[src/rtl/rv_fetch_pkg.sv]
// ---------------------------------------------------------------------------
// rv_fetch_pkg
// Shared configuration for the instruction-fetch front end.
//   XLEN / IMEM_A_BIT        : datapath width and instruction-memory byte
//                              address width.
//   RESET_PC_DEFAULT         : default fetch PC loaded by reset.
//   FQ_DEPTH_DEFAULT         : default fetch-queue depth (power of two, >= 2).
//   fq_entry_t               : one fetch-queue entry, {pc, inst}.
//   align_pc()               : forces a PC onto a 4-byte boundary.
// ---------------------------------------------------------------------------
package rv_fetch_pkg;

    localparam int XLEN       = 32;
    localparam int IMEM_A_BIT = 10;

    localparam logic [XLEN-1:0] RESET_PC_DEFAULT = 32'h0000_0000;
    localparam int              FQ_DEPTH_DEFAULT = 4;

    typedef struct packed {
        logic [XLEN-1:0] pc;
        logic [XLEN-1:0] inst;
    } fq_entry_t;

    localparam int FQ_ENTRY_W = $bits(fq_entry_t);

    localparam logic [XLEN-1:0] PC_ALIGN_MASK = ~(XLEN'(3));

    // Instructions are word aligned; the two low bits of a target are dropped.
    function automatic logic [XLEN-1:0] align_pc(input logic [XLEN-1:0] pc);
        return pc & PC_ALIGN_MASK;
    endfunction

endpackage

[src/rtl/rv_fetch_queue.sv]
// ---------------------------------------------------------------------------
// rv_fetch_queue
// Generic synchronous FIFO used as the fetch queue.
//   clk, rst   : clock, asynchronous active-high reset (control state only;
//                the storage array is not reset).
//   push, din  : write din at the tail. Accepted when not full, or when full
//                and a pop happens in the same cycle.
//   pop, dout  : dout is the head entry; pop removes it (ignored when empty).
//   flush      : empties the queue; overrides push and pop.
//   count      : number of stored entries (0..DEPTH).
//   full/empty : count == DEPTH / count == 0.
// ---------------------------------------------------------------------------
module rv_fetch_queue
    import rv_fetch_pkg::*;
#(
    parameter int DATA_W = FQ_ENTRY_W,
    parameter int DEPTH  = FQ_DEPTH_DEFAULT,
    localparam int PW    = $clog2(DEPTH),
    localparam int CW    = PW + 1
) (
    input  logic              clk,
    input  logic              rst,
    input  logic              push,
    input  logic              pop,
    input  logic              flush,
    input  logic [DATA_W-1:0] din,
    output logic [DATA_W-1:0] dout,
    output logic [CW-1:0]     count,
    output logic              full,
    output logic              empty
);

    logic [DATA_W-1:0] mem [DEPTH];
    logic [PW-1:0]     wr_ptr;
    logic [PW-1:0]     rd_ptr;
    logic              pop_ok;
    logic              push_ok;

    assign full    = (count == CW'(DEPTH));
    assign empty   = (count == '0);
    assign pop_ok  = pop & ~empty;
    // A full queue can still take a write when the head leaves this cycle.
    assign push_ok = push & (~full | pop_ok);
    assign dout    = mem[rd_ptr];

    always_ff @(posedge clk or posedge rst) begin
        if (rst) begin
            wr_ptr <= '0;
            rd_ptr <= '0;
            count  <= '0;
        end else if (flush) begin
            wr_ptr <= '0;
            rd_ptr <= '0;
            count  <= '0;
        end else begin
            if (push_ok) wr_ptr <= wr_ptr + PW'(1);
            if (pop_ok)  rd_ptr <= rd_ptr + PW'(1);
            case ({push_ok, pop_ok})
                2'b10:   count <= count + CW'(1);
                2'b01:   count <= count - CW'(1);
                default: count <= count;
            endcase
        end
    end

    // Storage carries data only and is deliberately left out of reset.
    always_ff @(posedge clk) begin
        if (push_ok && !flush) mem[wr_ptr] <= din;
    end

endmodule

[src/rtl/rv_fetch.sv]
// ---------------------------------------------------------------------------
// rv_fetch
// Instruction-fetch front end (requester side of the instruction memory).
//   i_clk, i_rst        : clock, asynchronous active-high reset.
//   o_imem_ra           : word address into the combinational-read memory,
//                         f_pc[IMEM_A_BIT-1:2].
//   i_imem_rd           : instruction word returned in the same cycle.
//   i_redirect(_pc)     : flush the queue and restart fetch at the target.
//   o_inst_valid        : queue head valid.
//   i_inst_ready        : decode takes the head this cycle.
//   o_inst, o_inst_pc   : head instruction and its PC (zero while empty).
// ---------------------------------------------------------------------------
module rv_fetch
    import rv_fetch_pkg::*;
#(
    parameter logic [XLEN-1:0] RESET_PC = RESET_PC_DEFAULT,
    parameter int              FQ_DEPTH = FQ_DEPTH_DEFAULT
) (
    input  logic                  i_clk,
    input  logic                  i_rst,
    output logic [IMEM_A_BIT-3:0] o_imem_ra,
    input  logic [XLEN-1:0]       i_imem_rd,
    input  logic                  i_redirect,
    input  logic [XLEN-1:0]       i_redirect_pc,
    output logic                  o_inst_valid,
    input  logic                  i_inst_ready,
    output logic [XLEN-1:0]       o_inst,
    output logic [XLEN-1:0]       o_inst_pc
);

    localparam int CW = $clog2(FQ_DEPTH) + 1;

    logic [XLEN-1:0] f_pc;
    logic            pop;
    logic            push;
    fq_entry_t       wr_entry;
    fq_entry_t       rd_entry;
    logic [CW-1:0]   fq_count;
    logic            fq_full;
    logic            fq_empty;

    assign o_imem_ra    = f_pc[IMEM_A_BIT-1:2];
    assign o_inst_valid = (fq_count != '0);
    assign pop          = o_inst_valid & i_inst_ready;
    // Redirect suppresses the push so the stale fall-through word is dropped.
    assign push         = ~i_redirect & (~fq_full | pop);
    assign wr_entry     = '{pc: f_pc, inst: i_imem_rd};

    // Storage is not reset, so the head is masked to zero while empty.
    assign o_inst    = fq_empty ? '0 : rd_entry.inst;
    assign o_inst_pc = fq_empty ? '0 : rd_entry.pc;

    always_ff @(posedge i_clk or posedge i_rst) begin
        if (i_rst) begin
            f_pc <= RESET_PC;
        end else if (i_redirect) begin
            f_pc <= align_pc(i_redirect_pc);
        end else if (push) begin
            f_pc <= f_pc + XLEN'(4);
        end
    end

    rv_fetch_queue #(
        .DATA_W (FQ_ENTRY_W),
        .DEPTH  (FQ_DEPTH)
    ) u_fq (
        .clk   (i_clk),
        .rst   (i_rst),
        .push  (push),
        .pop   (pop),
        .flush (i_redirect),
        .din   (wr_entry),
        .dout  (rd_entry),
        .count (fq_count),
        .full  (fq_full),
        .empty (fq_empty)
    );

endmodule

[config.mk]
export PLATFORM = sky130hd
export DESIGN_NAME = rv_fetch
export DESIGN_NICKNAME = d
export VERILOG_FILES = /design/src/rtl/rv_fetch_pkg.sv /design/src/rtl/rv_fetch_queue.sv /design/src/rtl/rv_fetch.sv
export SDC_FILE = /design/constraint.sdc
export NUM_CORES = 1
export LEC_CHECK = 0
export CORE_ASPECT_RATIO = 2
export CORE_MARGIN = 2
export CORE_UTILIZATION = 58
export CTS_BUF_LIST = sky130_fd_sc_hd__clkbuf_8
export DETAILED_ROUTE_END_ITERATION = 10
export GPL_ROUTABILITY_DRIVEN = 1
export GPL_TIMING_DRIVEN = 0
export MAX_ROUTING_LAYER = met4
export PLACE_DENSITY = 0.83
export SETUP_SLACK_MARGIN = 0.15
export SYNTH_ARGS = -nofsm -noshare
export SYNTH_HDL_FRONTEND = slang
export SYNTH_SLANG_ARGS = --single-unit
[constraint.sdc]
create_clock -name i_clk -period 4.6 [get_ports i_clk]
set_clock_uncertainty 0.2 [all_clocks]
set_input_delay 1.38 -clock i_clk [delete_from_list [all_inputs] [get_ports i_clk]]
set_output_delay 1.38 -clock i_clk [all_outputs]
set_load 0.01 [all_outputs]
; After elaboration in Yosys (flattened, before gate mapping)
; Memory sizes are Yosys's and may differ from the RTL's.
; Index checks and enable logic that the tools add are counted.
[totals]
register_bits = 39
ram_bits = 256
output_inout_bits = 73
elab_cells = 42
memories = 1
[memory_table]
columns = name, depth, word_bits, rd, rd_ports_with_merged_regs, write_ports, line_no
row1 = u_fq.mem, 4, 64, 1, 0, 1, rv_fetch_queue.sv:33  ; logic [DATA_W-1:0] mem [DEPTH];
[classes]
addsub = 5
eq_ne = 3
mux = 12
n_bitwise = 9
reduce_logical = 8
[ops]
columns = cell, n
row1 = $mux W32, 4
row2 = $add A32 B3 Y32 const B, 1
row3 = $mux W2, 4
row4 = $pmux W3 S2, 1
row5 = $reduce_bool A2 Y1, 3
row6 = $reduce_bool A3 Y1, 2
row7 = $add A2 B1 Y2 const B, 2
row8 = $and A1 B1 Y1, 4
row9 = $add A3 B1 Y3 const B, 1
row10 = $eq A3 B3 Y1 const B, 1
row11 = $logic_not A3 Y1, 1
row12 = $mux W3, 1
row13 = $not A1 Y1, 3
row14 = $sub A3 B1 Y3 const B, 1
row15 = $eq A2 B1 Y1 const B, 1
row16 = $eq A2 B2 Y1 const B, 1
row17 = $mux W1, 2
row18 = $or A1 B1 Y1, 2
row19 = $logic_and A1 B1 Y1, 1
row20 = $logic_not A1 Y1, 1

; Longest topological paths before layout
[logic_depth]
depth_word = 8
depth_mapped = 8
mapped_depth_nobuf = 7

; Hierarchy
; A second synthesis with hierarchy kept.
[unflattened]
cells_unflattened = 675
area_unflattened_um2 = 12031.5
[by_module_without_submodules]
columns = module, instances, cells_per_inst, area_each_um2
row1 = rv_fetch_queue, 1, 399, 9793.1
row2 = rv_fetch, 1, 276, 2238.4

; Least setup slack after synthesis
; OpenSTA, ideal clock, no wires.
[synth_timing]
kind = input port to flip-flop
startpoint = input i_inst_ready
endpoint = memory u_fq.mem[0][0] (netlist name) (enable)
arrival_time_ns = 3.690
required_ns = 3.973
slack_ns = 0.283
path_stages = 5
path_buffers = 3
path_cell_list = clkbuf_2 or4b_2 clkbuf_1 clkbuf_1 and3_1
[synth_via]
elab_chain_len = 7
[synth_rtl]
columns = item, line_no
row1 = "start, declared", rv_fetch.sv:26  ; input logic i_inst_ready,
row2 = $and A1 B1 Y1 (*), rv_fetch.sv:44  ; assign pop = o_inst_valid & i_inst_ready;
row3 = $or A1 B1 Y1 / $and A1 B1 Y1 (equally long branches), "rv_fetch.sv:46, rv_fetch_queue.sv:41"
row4 = $and A1 B1 Y1 / $or A1 B1 Y1 (equally long branches), "rv_fetch.sv:46, rv_fetch_queue.sv:43"
row5 = $and A1 B1 Y1 (*), rv_fetch_queue.sv:43  ; assign push_ok = push & (~full | pop_ok);
row6 = $logic_and A1 B1 Y1 (*), rv_fetch_queue.sv:68  ; if (push_ok && !flush) mem[wr_ptr] <= din;
row7 = $mux W1 (*), rv_fetch_queue.sv:68
row8 = $mux W1 (not written as such) (*), rv_fetch_queue.sv:68
row9 = "end, declared", rv_fetch_queue.sv:33
; Mark *: on every way between the ends. The rest lies on a longest branch, timed or not.

; Worst setup path in the final report
[layout_timing]
startpoint = register u_fq.rd_ptr[1]
endpoint = output o_inst[25]
[layout_via]
elab_chain_len = 2
[layout_rtl]
columns = item, line_no
row1 = "start, declared", rv_fetch_queue.sv:35  ; logic [PW-1:0] rd_ptr;
row2 = "start signal, assigned", rv_fetch_queue.sv:57  ; if (pop_ok) rd_ptr <= rd_ptr + PW'(1);
row3 = $mem_v2 Z4 W64, -
row4 = $mux W32, rv_fetch.sv:50  ; assign o_inst = fq_empty ? '0 : rd_entry.inst;
row5 = "end, declared", rv_fetch.sv:27  ; output logic [XLEN-1:0] o_inst,
; No other way between the ends.

==> out/results.tsv <==
stage	metric	value	unit
clock_network	cts_buffers	38	
detailed_routing	postRouteWirelength	24800	um
worst_setup_path	critical_path_required	3020	ps
yosys	yosysSeqAreaShare	0.716	
clock_network	ctsHoldBuffers	0	
clock_network	cts_tree	yes	
cells_and_area	regArea	8370	um^2
job	max-cap-violations	0	
placed_design	gp_congestion	0.898	
sta	drv_slew	0	
yosys	synth_top_area_frac	0.637	
cells_and_area	fillers	1234	
power_and_ir_drop	power_density	496	nW/um^2
run_status	outcome	finished, final reports clean	
yosys	syn-cell-area	11700	um^2
die	fp-row-count	73	
clock_network	post_cts_buffers	0	
detailed_routing	vias	6903	
sta	period_share	0.944	
detailed_routing	firstDrtPassIters	6	
worst_setup_path	crit_path_top_delay_cell	clkdlybuf4s50_1	
sta	slew_headroom	0.191	
cells_and_area	multi_input_area	3080	um^2
worst_setup_path	worst_setup_path_end_kind	output port	
yosys	synth_area_leaders	edfxtp_1, mux4_2, dfrtp_1	
clock_network	ctsHtreeMaxLevel	2	
power_and_ir_drop	power.leakage	4.77	nW
grt	antenna_found_initial	0	
clock_network	clkTransAtPathRegs	70	ps
die	dieArea	21400	um^2
sta	rsz0062_at_grt	yes	
yosys	synthesis.instances	670	
clock_network	cts.path.max_buffers	3	
sta	holdWs	378	ps
die	die_w	104	um
yosys	synth_edf_count	248	
grt	grt_max_degree	63	
die	start_util	0.590	
cells_and_area	nets	924	
yosys	synthTopCellsByCount	edfxtp_1, and2_1, mux4_2	
grt	grt_pass1_wl	38200	um
placed_design	post_dp_cell_area	13500	um^2
cells_and_area	drive_above_1_share	0.176	
yosys	synthFlopType	edfxtp_1	
placed_design	portBuffers	135	
grt	grt_use_total	0.242	
yosys	synth_seq_cells	285	
yosys	synthArstFlopShare	0.130	
yosys	yosys.area.top_type	edfxtp_1	
sta	hold_violations	0	
cells_and_area	final_core_util	0.720	
yosys	yosys_warnings	0	
yosys	synth.most_common_cell	edfxtp_1	
sta	max_clock_freq	0.230	GHz
worst_setup_path	crit_fanout	10	
worst_setup_path	arrival	2760	ps
detailed_routing	routedWlPerCell	21.8	um
worst_setup_path	critPathKind	reg -> out	
power_and_ir_drop	p_total	0.00707	W
die	die_h	205	um
cells_and_area	antenna_cells	0	
detailed_routing	drc	0	
sta	period_minus_slack	4340	ps
die	core_area	19800	um^2
die	io_pins	141	
sta	worst_slew_pin_slew	1200	ps
clock_network	cts_sinks	285	
yosys	syn_avg_cell_area	17.4	um^2
min_path	worstHoldPathType	reg -> reg	
power_and_ir_drop	ir_worst_vdd	0.419	mV
worst_setup_path	path_cells	clkbuf_1 -> clkbuf_2 -> mux4_2 -> and2_1 -> clkdlybuf4s50_1	
detailed_routing	postRouteAntennaNets	0	
cells_and_area	synthToLayoutAreaGrowth	22.1	%
grt	grt_overflow	0	
cells_and_area	fin_area	14300	um^2
worst_setup_path	startpoint_type	flip-flop	
detailed_routing	drt-initial-drc-count	498	
worst_setup_path	max_stage_delay	480	ps
yosys	ys_types	49	
grt	grt_pass1_vias	7413	
clock_network	clkLatencyLatePin	520	ps
sta	final-setup-viol-count	0	
placed_design	dpl.hpwl	16200	um
clock_network	clockRootBuffer	clkbuf_8	
detailed_routing	vias_per_cell	6.06	
## through the flow
step,setup TNS [ps],cells,setup slack [ps]
floorplan,0,671,283
global placement,-239850,1068,-1020
detailed placement,0,1072,422
CTS,0,1139,6.43
global route,0,1139,92.1
finish,0,1139,256
## timing repair
| action | 4_1_cts | 5_1_grt |
|---|---|---|
| hold endpoints to repair | 0 | 0 |
| setup endpoints to repair | 59 | 49 |
| resized for setup | 5 | 12 |
| pin swaps | 0 | 0 |
## registers in the layout (all words and copies together) (netlist names)
register and count:
u_fq.mem 248, f_pc 30, u_fq.count 3, u_fq.rd_ptr 2, u_fq.wr_ptr 2
## metal layers
layer  routed length, um  track usage
met3                1310       0.0353
met4                1110        0.129
met5                   0            -
met1                8710        0.252
met2               13700        0.436
## worst max-delay path, delay by kind of cell (launching register included)
kind	cells	cell delay [ps]
DFF	1	330
and+or+nand+nor	1	190
buffers and inverters	3	1350
muxes	1	370
## final cells by class
class	instances	area share
Buffer	45	0.0173
Clock buffer	43	0.0415
Clock inverter	24	0.0106
Inverter	8	0.00210
Multi-Input combinational cell	333	0.216
Sequential cell	285	0.587
Tap cell	262	0.0230
Timing Repair Buffer	139	0.102
## cells in the final DEF (no fill, tap or decap), types with 7 or more instances in the layout
| cell | Yosys | routed |
|---|---|---|
| inv_1 | 8 | 16 |
| and2_1 | 63 | 63 |
| dfrtp_1 | 37 | 37 |
| mux4_2 | 62 | 62 |
| clkbuf_2 | 1 | 9 |
| a31oi_1 | 11 | 11 |
| xor2_1 | 7 | 7 |
| clkbuf_1 | 25 | 17 |
| o21ai_0 | 14 | 14 |
| or4_1 | 16 | 16 |
| nand2_1 | 30 | 30 |
| nand3_1 | 21 | 21 |
| clkbuf_8 | 0 | 43 |
| clkdlybuf4s50_1 | 0 | 135 |
| edfxtp_1 | 248 | 248 |
| buf_4 | 10 | 11 |
| nand4_1 | 10 | 10 |
| nor2_1 | 25 | 25 |
| o31ai_1 | 9 | 9 |
| clkinv_2 | 0 | 7 |
## logic make-up (layout without fill, tap and decap cells)
group | after synthesis | in the layout | share of synthesized area
flops | 285 | 285 | 0.716
xor+xnor | 11 | 11 | 0.00824
fa+ha+maj | 6 | 6 | 0.00707
compound gates | 51 | 51 | 0.0288
mux | 63 | 63 | 0.120
buf+inv | 53 | 259 | 0.0217
simple gates | 200 | 200 | 0.0971
other cells | 1 | 2 | 0.000321
## where the power goes
part           switching, W  leakage (nW)  internal (W)
registers          0.000131          2.71       0.00306
clock network      0.000882         0.422      0.000969
logic              0.000924          1.64       0.00110
## final timing paths
kind                                start             end  slack, ps  depth (start not counted)
min in group asynchronous           i_rst         f_pc[8]       1190                          2
hold / removal             u_fq.wr_ptr[1]  u_fq.wr_ptr[1]        380                          2
max in group asynchronous           i_rst        f_pc[24]       2480                          2
hold reg to reg            u_fq.wr_ptr[1]  u_fq.wr_ptr[1]        380                          2
setup / recovery           u_fq.rd_ptr[1]      o_inst[25]        260                          5
setup reg to reg            u_fq.count[0]        f_pc[28]       1880                          4
Note: power is estimated with default switching activity, not from simulation.
